`config.mk`:
```
export PLATFORM = sky130hd
export DESIGN_NAME = outlier_window_detector
export DESIGN_NICKNAME = d
export VERILOG_FILES = /design/src/rtl/outlier_window_detector.sv
export SDC_FILE = /design/constraint.sdc
export NUM_CORES = 1
export LEC_CHECK = 0
export ABC_AREA = 1
export CORE_MARGIN = 4
export CORE_UTILIZATION = 60
export CTS_CLUSTER_DIAMETER = 100
export DETAILED_ROUTE_END_ITERATION = 8
export PLACE_DENSITY = 0.89
export SYNTH_ARGS = -nofsm -noshare
export SYNTH_HDL_FRONTEND = slang
export SYNTH_SLANG_ARGS = --single-unit
export TNS_END_PERCENT = 5
```
`constraint.sdc`:
```
create_clock -name clk -period 3.9 [get_ports clk]
set_clock_uncertainty 0.1 [all_clocks]
set_input_delay 0.585 -clock clk [delete_from_list [all_inputs] [get_ports clk]]
set_output_delay 0.585 -clock clk [all_outputs]
set_load 0.01 [all_outputs]
```
`src/rtl/outlier_window_detector.sv`:
```
// -----------------------------------------------------------------------------
// outlier_window_detector
//
// Purpose:
//   Captures a W-bit sample on each rising edge of the slow, asynchronous
//   new_number strobe and compares it against the truncated mean of the last
//   DEPTH = 2**LOG2_DEPTH accepted samples. The result flag is set when
//   |x - mean| > threshold, once the window has filled. Until then the flag
//   stays 0 while the window warms up.
//
// Build option:
//   OUTLIER_REJECT_EN - when defined, a sample that raised the flag is not
//                       written into the window. Warm-up samples are always
//                       accepted. When undefined, every sample is written.
//
// Ports:
//   clk           in   1              system clock, rising edge
//   reset         in   1              asynchronous, active-low reset
//   new_number    in   1              async level strobe, rising edge = sample
//   data_in       in   W              sample value, stable while strobe high
//   threshold     in   W              outlier threshold, sampled in CAPTURE
//   flag          out  1              result of the last comparison
//   done          out  1              one-cycle pulse when flag updates
//   busy          out  1              high whenever the FSM is not IDLE
//   window_full   out  1              high once DEPTH samples are accepted
//   sample_count  out  LOG2_DEPTH+1   accepted samples, saturates at DEPTH
// -----------------------------------------------------------------------------
module outlier_window_detector #(
  parameter int W           = 8,
  parameter int LOG2_DEPTH  = 2,
  parameter int SYNC_STAGES = 2
) (
  input  logic                  clk,
  input  logic                  reset,
  input  logic                  new_number,
  input  logic [W-1:0]          data_in,
  input  logic [W-1:0]          threshold,
  output logic                  flag,
  output logic                  done,
  output logic                  busy,
  output logic                  window_full,
  output logic [LOG2_DEPTH:0]   sample_count
);

  localparam int DEPTH = 1 << LOG2_DEPTH;
  localparam int SW    = W + LOG2_DEPTH;  // the sum of DEPTH W-bit samples fits exactly
  localparam logic [LOG2_DEPTH:0] DEPTH_CNT = (LOG2_DEPTH+1)'(DEPTH);

  typedef enum logic [1:0] {
    IDLE    = 2'd0,
    CAPTURE = 2'd1,
    COMPARE = 2'd2,
    UPDATE  = 2'd3
  } state_e;

  // ---------------------------------------------------------------------------
  // Strobe synchroniser and rising-edge detector
  // ---------------------------------------------------------------------------
  logic [SYNC_STAGES-1:0] sync_q;
  logic                   sync_prev_q;
  logic                   strb_q;

  // NOTE: sequential state uses non-blocking (<=) assignments so that every
  // flop samples its input as it was before the clock edge.
  always_ff @(posedge clk or negedge reset) begin
    if (!reset) begin
      sync_q      <= '0;
      sync_prev_q <= 1'b0;
      strb_q      <= 1'b0;
    end else begin
      sync_q      <= {sync_q[SYNC_STAGES-2:0], new_number};
      sync_prev_q <= sync_q[SYNC_STAGES-1];
      strb_q      <= sync_q[SYNC_STAGES-1] & ~sync_prev_q;
    end
  end

  // ---------------------------------------------------------------------------
  // Datapath and control state
  // ---------------------------------------------------------------------------
  state_e                state_q, state_d;
  logic [W-1:0]          x_q, x_d;
  logic [W-1:0]          thr_q, thr_d;
  logic                  flag_q, flag_d;
  logic                  done_q, done_d;
  logic [SW-1:0]         sum_q, sum_d;
  logic [LOG2_DEPTH-1:0] wr_ptr_q, wr_ptr_d;
  logic [LOG2_DEPTH:0]   count_q, count_d;
  logic                  win_we;
  logic [W-1:0]          win_q [DEPTH];

  logic                  full;
  logic [W-1:0]          mean;
  logic [W:0]            diff;
  logic [W-1:0]          oldest;
  logic                  accept;

  assign full   = (count_q == DEPTH_CNT);
  assign mean   = sum_q[SW-1:LOG2_DEPTH];
  assign diff   = (x_q >= mean) ? {1'b0, x_q - mean} : {1'b0, mean - x_q};
  assign oldest = win_q[wr_ptr_q];

`ifdef OUTLIER_REJECT_EN
  // flag_q already holds this sample's result when UPDATE runs. It is
  // always 0 during warm-up, so warm-up samples are never rejected.
  assign accept = ~flag_q;
`else
  assign accept = 1'b1;
`endif

  // NOTE: every signal driven here gets a default first, so no path through
  // the case statement can leave one unassigned and infer a latch.
  always_comb begin
    state_d  = state_q;
    x_d      = x_q;
    thr_d    = thr_q;
    flag_d   = flag_q;
    done_d   = 1'b0;
    sum_d    = sum_q;
    wr_ptr_d = wr_ptr_q;
    count_d  = count_q;
    win_we   = 1'b0;

    case (state_q)
      IDLE: begin
        // A strobe seen in any other state is dropped, not queued.
        if (strb_q) state_d = CAPTURE;
      end
      CAPTURE: begin
        x_d     = data_in;
        thr_d   = threshold;
        state_d = COMPARE;
      end
      COMPARE: begin
        flag_d  = full && (diff > {1'b0, thr_q});
        done_d  = 1'b1;
        state_d = UPDATE;
      end
      UPDATE: begin
        if (accept) begin
          win_we   = 1'b1;
          // The evicted sample only counts once the window holds DEPTH samples.
          sum_d    = sum_q + SW'(x_q) - (full ? SW'(oldest) : SW'(0));
          wr_ptr_d = wr_ptr_q + LOG2_DEPTH'(1);
          if (!full) count_d = count_q + (LOG2_DEPTH+1)'(1);
        end
        state_d = IDLE;
      end
      default: state_d = IDLE;
    endcase
  end

  always_ff @(posedge clk or negedge reset) begin
    if (!reset) begin
      state_q  <= IDLE;
      x_q      <= '0;
      thr_q    <= '0;
      flag_q   <= 1'b0;
      done_q   <= 1'b0;
      sum_q    <= '0;
      wr_ptr_q <= '0;
      count_q  <= '0;
    end else begin
      state_q  <= state_d;
      x_q      <= x_d;
      thr_q    <= thr_d;
      flag_q   <= flag_d;
      done_q   <= done_d;
      sum_q    <= sum_d;
      wr_ptr_q <= wr_ptr_d;
      count_q  <= count_d;
    end
  end

  // NOTE: the sample window has no reset. An entry is only ever read after
  // it has been written, because sum and sample_count are reset and gate
  // every use of the window.
  always_ff @(posedge clk) begin
    if (win_we) win_q[wr_ptr_q] <= x_q;
  end

  assign flag         = flag_q;
  assign done         = done_q;
  assign busy         = (state_q != IDLE);
  assign window_full  = full;
  assign sample_count = count_q;

endmodule
```
==> results of run 1 <==
## layer usage
layer,vias to the layer above,GRT usage,wire (um)
met4,0,0.1022,306
met3,30,0.04781,647
met2,155,0.4374,5050
met5,-,0,0
met1,1696,0.2988,4233
li1,1730,-,-
## critical path, stage by stage (launching register included)
cell and delay [ps]:
dfrtp_1 530, clkinv_1 380, nor2_1 230, o21ai_0 110, a21oi_1 180, ha_1 260
inv_1 60, ha_1 200, inv_1 70, fa_1 410, o21ai_1 280, nand2_1 120
nand2_1 80, nand2_1 50, nand3_1 60, nand2_1 70
## through the flow
step	setup WS (ps)	cells	utilization	hold WS (ps)
after floorplan	1154	537	-	189.4
after global placement	853.4	650	0.6617	236.0
after detailed placement	740.1	650	0.6617	239.4
after CTS	630.8	666	0.6954	270.2
after global routing	335.5	666	0.6954	287.5
final	575.7	666	0.6954	247.1
## final timing paths
| kind | end | slack, ps | depth (start not counted) |
|---|---|---|---|
| worst min-delay path | thr_q[6]$_DFFE_PN0N_ | 250 | 1 |
| worst max register to register | sum_q[8]$_DFFE_PN0P_ | 580 | 15 |
| min in group clk | sync_q[1]$_DFF_PN0_ | 270 | 0 |
| worst min register to register | sync_q[1]$_DFF_PN0_ | 270 | 0 |
| worst max-delay path | sum_q[8]$_DFFE_PN0P_ | 580 | 15 |
| max in group asynchronous | sum_q[8]$_DFFE_PN0P_ | 2870 | 1 |
## Yosys cell counts
| master | number | area share |
|---|---|---|
| nand2_1 | 138 | 0.12 |
| inv_1 | 91 | 0.076 |
| nor2_1 | 48 | 0.040 |
| ha_1 | 44 | 0.12 |
| o21ai_0 | 41 | 0.046 |
| dfrtp_1 | 39 | 0.22 |
| edfxtp_1 | 32 | 0.21 |
| a21oi_1 | 24 | 0.027 |
| nand3_1 | 20 | 0.022 |
| fa_1 | 10 | 0.045 |
| buf_2 | 6 | 0.0067 |
| xnor2_1 | 5 | 0.0098 |
| xor2_1 | 5 | 0.0098 |
| clkbuf_1 | 3 | 0.0025 |
| inv_2 | 3 | 0.0025 |
| nand2_2 | 3 | 0.0042 |
| nand3b_1 | 3 | 0.0050 |
| nand4_1 | 3 | 0.0042 |
| o21ai_1 | 3 | 0.0033 |
| nor3_1 | 2 | 0.0022 |
| or2_2 | 2 | 0.0028 |
| a31oi_1 | 1 | 0.0014 |
| buf_1 | 1 | 0.00084 |
| buf_4 | 1 | 0.0017 |
| buf_6 | 1 | 0.0025 |
| clkinv_1 | 1 | 0.00084 |
| inv_4 | 1 | 0.0014 |
| mux2_2 | 1 | 0.0025 |
| nand2_4 | 1 | 0.0025 |
| nor2_2 | 1 | 0.0014 |
| o21a_1 | 1 | 0.0017 |
| o21a_4 | 1 | 0.0033 |
| o22ai_1 | 1 | 0.0014 |
## cell type report
type                            instances  area (um^2)  share of cell area
Tap cell                               99        123.9             0.02456
Multi-Input combinational cell        358         2123              0.4210
Inverter                               96        362.8             0.07194
Clock buffer                           12        187.7             0.03721
Sequential cell                        71         1937              0.3840
Clock inverter                          4        56.30             0.01116
Timing Repair Buffer                   26        252.7             0.05011
## cell families (layout without fill, tap and decap cells)
kind of cell,after synthesis,count (layout),share of synthesized area
simple gates,221,221,0.2002
buf+inv,108,138,0.09509
compound gates,72,72,0.08366
flops,71,71,0.4317
fa+ha+maj,54,54,0.1673
xor+xnor,10,10,0.01952
mux,1,1,0.002510
## sequential cells by signal, summed over array words and instances, names as in the netlist
name	flops
state_q	2
sync_prev_q	1
done	1
flag	1
sum_q	10
sync_q	2
x_q	8
wr_ptr_q	2
win_q	32
sample_count	3
thr_q	8
strb_q	1
==> impl_metrics.toml, run 1 <==
[timing]
slew_headroom = 0.3622
setup-tns-final_ps = 0
setup_violations = 0
period_minus_slack_ps = 3324
fin_crit_sh = 0.8524
worst_pin_slew_ps = 956.7
rsz0062_at_grt = "false"
fmax_mhz = 300.8
drv_slew = 0
hold_viol = 0

[clocking]
clock-sinks = 71
cts_hold_buf = 0
cts_buffers = 9
cts_resized = 0
post-cts-setup-buffers = 0
cts.htree.levels = 3
cts_buffer_depth = 2
cts_tree = "yes"
clk_latency_ps = 360
cts-root-buf = "clkbuf_8"
clk_pin_slew_worst_paths_ps = 90

[global_routing]
grt_pass1_vias = 3644
overflow = 0
grt_use_total = 0.2487
grt_pass1_wl_um = 17040
antenna_found_initial = 0
grt_max_degree = 40

[synthesis]
ys_warn_count = 0
synth.distinct_cells = 33
synth_nets = 610
syn_inst = 537
ys_seq_elements = 71
syn_area_um2 = 4487
postSynthAreaPerCell_um2 = 8.355
ys_seq_area_frac = 0.4317

[drt]
drt_wl_total_um = 10240
wl_per_cell_um = 15.37
drc_errors = 0
drtIter0Drc = 233
drtPass1Iterations = 5
postRouteAntennaNets = 0
viasPerCell = 5.422
vias = 3611

[setup_path]
rr_startpoint = "wr_ptr_q[1]$_DFFE_PN0P_"
required_ps = 4040
endpoint_kind = "flop"
crit_fanout = 11
worst_setup_path_start_kind = "flop"
cp.arrival_ps = 3460
startpoint = "wr_ptr_q[1]$_DFFE_PN0P_"
critical_path_class = "reg2reg"

[cells_and_area]
num_antenna_cells = 0
synthToLayoutAreaGrowth_pct = 12.41
nets = 635
mostFrequentLayoutCells = "138 x nand2_1, 91 x inv_1, 48 x nor2_1"
final_common_cell = "nand2_1"
fin_area_um2 = 5044
drive_above_1_share = 0.05467
fill_cells = 532

[job]
maxCapViolCount = 0

[worst_hold_path]
hold_path_class = "in2async"

[status]
status = "completed"

[floorplan]
rows = 31
coreArea_um2 = 7253
start_util = 0.6186
fp.dieH_um = 94.48
dieArea_um2 = 8926
ios = 26
die_w_um = 94.48

[placement]
io_buffers = 25
placed_area_um2 = 4800
place_congestion = 0.9493
hpwl_um = 7449
Power of run 1 is not shown: default switching activity piles up to over one toggle a cycle in this logic, so the estimate is an artifact.
==> inputs of run 2 (changes only) <==
- HOLD_SLACK_MARGIN: unset -> 0.03
==> results of run 2 <==
Same layout as run 1: the final DEF is identical, and so are final timing and power.
Power of run 2 is left out for the same reason.
==> inputs of run 3 (changes only) <==
- CORE_ASPECT_RATIO: unset -> 1.5
- PLACE_DENSITY: 0.89 -> unset
- PLACE_DENSITY_LB_ADDON: unset -> 0.05
==> run 3 against run 2 <==
Register-to-register slack gained 40 ps. Highest routed layer unchanged. Critical path depth stayed put. Utilization decreased by 0.60 points. Worst setup slack improved by 41 ps. Non-clock buffer count stayed put. Final cell count up 0.15%. Largest cell class unchanged. Clock-buffer cell count down 2.
==> impl_metrics.toml, run 3 (synthesis gave the netlist of run 1 again) <==
[setup_path]
path_delay_family = "adder cells"
path_cells = "clkinv_1 > nor2_1 > o21ai_0 > a21oi_1 > ha_1 > inv_1 > ha_1 > inv_1 > fa_1 > o21ai_1 > nand2_1 > nand2_1 > nand2_1 > nand3_1 > nand2_1"
critical_path_class = "reg2reg"
crit_top_cell = "nand2_1"
worst-path-buf-inv = 3
crit_fanout = 11
slowest_stage = "dfrtp_1"
worst_setup_path_start_kind = "flop"
endpoint_kind = "flop"
cp.arrival_ps = 3420
required_ps = 4040
slowest_delay_ps = 550

[floorplan]
ios = 26
start_util = 0.6168
fp.dieH_um = 113.9
dieArea_um2 = 8954
coreArea_um2 = 7274
die_w_um = 78.61
rows = 38

[status]
status = "completed"

[cells_and_area]
nets = 635
num_antenna_cells = 0
register_area_um2 = 1937
final_common_cell = "nand2_1"
fin_area_um2 = 5015
fill_cells = 622
synthToLayoutAreaGrowth_pct = 11.77
mostFrequentLayoutCells = "138 x nand2_1, 91 x inv_1, 48 x nor2_1"
instances_no_fill = 667
drive_above_1_share = 0.05291
top_register = "win_q"
largest_register_ffs = 32
top_regs = "win_q (32), sum_q (10)"
multi_input_area_um2 = 2123

[global_routing]
grt_pass1_wl_um = 15900
grt_pass1_vias = 3436
overflow = 0
grt_max_degree = 40
grt_use_total = 0.2329
antenna_found_initial = 0

[timing]
setup_violations = 0
setup-tns-final_ps = 0
fmax_mhz = 304.6
fin_crit_sh = 0.8418
period_minus_slack_ps = 3283
rsz0062_at_grt = "false"
slew_headroom = 0.3574
drv_slew = 0
hold_viol = 0
worst_pin_slew_ps = 963.8

[drt]
vias = 3412
viasPerCell = 5.115
drtIter0Drc = 193
drtPass1Iterations = 4
drt_wl_total_um = 9510
wl_per_cell_um = 14.26
drc_errors = 0
postRouteAntennaNets = 0

[clocking]
post-cts-setup-buffers = 0
cts.htree.levels = 3
cts_buffers = 9
cts_hold_buf = 0
clk_latency_ps = 360
cts_resized = 0
clock-sinks = 71
clk_pin_slew_worst_paths_ps = 80
cts_tree = "yes"
cts_buffer_depth = 2
cts-root-buf = "clkbuf_8"

[placement]
place_inst = 651
placed_area_um2 = 4801
io_buffers = 25
place_congestion = 0.8997
hpwl_um = 7290

[worst_hold_path]
hold_path_class = "reg2reg"

[job]
maxCapViolCount = 0
run 3: final cells by class:
type / instances / share of cell area
clock buffer: 10 / 0.02545
clock inverter: 6 / 0.01722
inverter: 96 / 0.07236
multi-input combinational: 358 / 0.4234
sequential: 71 / 0.3862
tap: 100 / 0.02495
timing repair buffer: 26 / 0.05040
run 3: stage by stage:
| step | worst slack, ps | hold slack (ps) | utilization |
|---|---|---|---|
| 2_1_floorplan | 1154 | 189.4 | - |
| 3_3_place_gp | 831.6 | 233.8 | 0.6600 |
| 3_5_place_dp | 685.5 | 250.8 | 0.6600 |
| 4_1_cts | 651.8 | 267.2 | 0.6894 |
| 5_1_grt | 383.2 | 274.3 | 0.6894 |
| 6_report | 617.0 | 262.4 | 0.6894 |
run 3: per-layer routing:
metal  track usage  wire (um)
met1        0.2682       3940
met2        0.4118       4980
met3       0.04581        319
met4        0.1085        268
met5             0          0
run 3: path summary, 6_finish.rpt:
check	slack [ps]	cells past startpoint	endpoint	startpoint
worst min-delay path	260	0	sync_q[1]$_DFF_PN0_	sync_q[0]$_DFF_PN0_
worst min register to register	260	0	sync_q[1]$_DFF_PN0_	sync_q[0]$_DFF_PN0_
min in group asynchronous	270	1	sync_prev_q$_DFF_PN0_	reset
max in group asynchronous	2840	1	sum_q[8]$_DFFE_PN0P_	reset
worst max register to register	620	15	sum_q[8]$_DFFE_PN0P_	wr_ptr_q[1]$_DFFE_PN0P_
worst max-delay path	620	15	sum_q[8]$_DFFE_PN0P_	wr_ptr_q[1]$_DFFE_PN0P_
Power of run 3 is left out for the same reason.
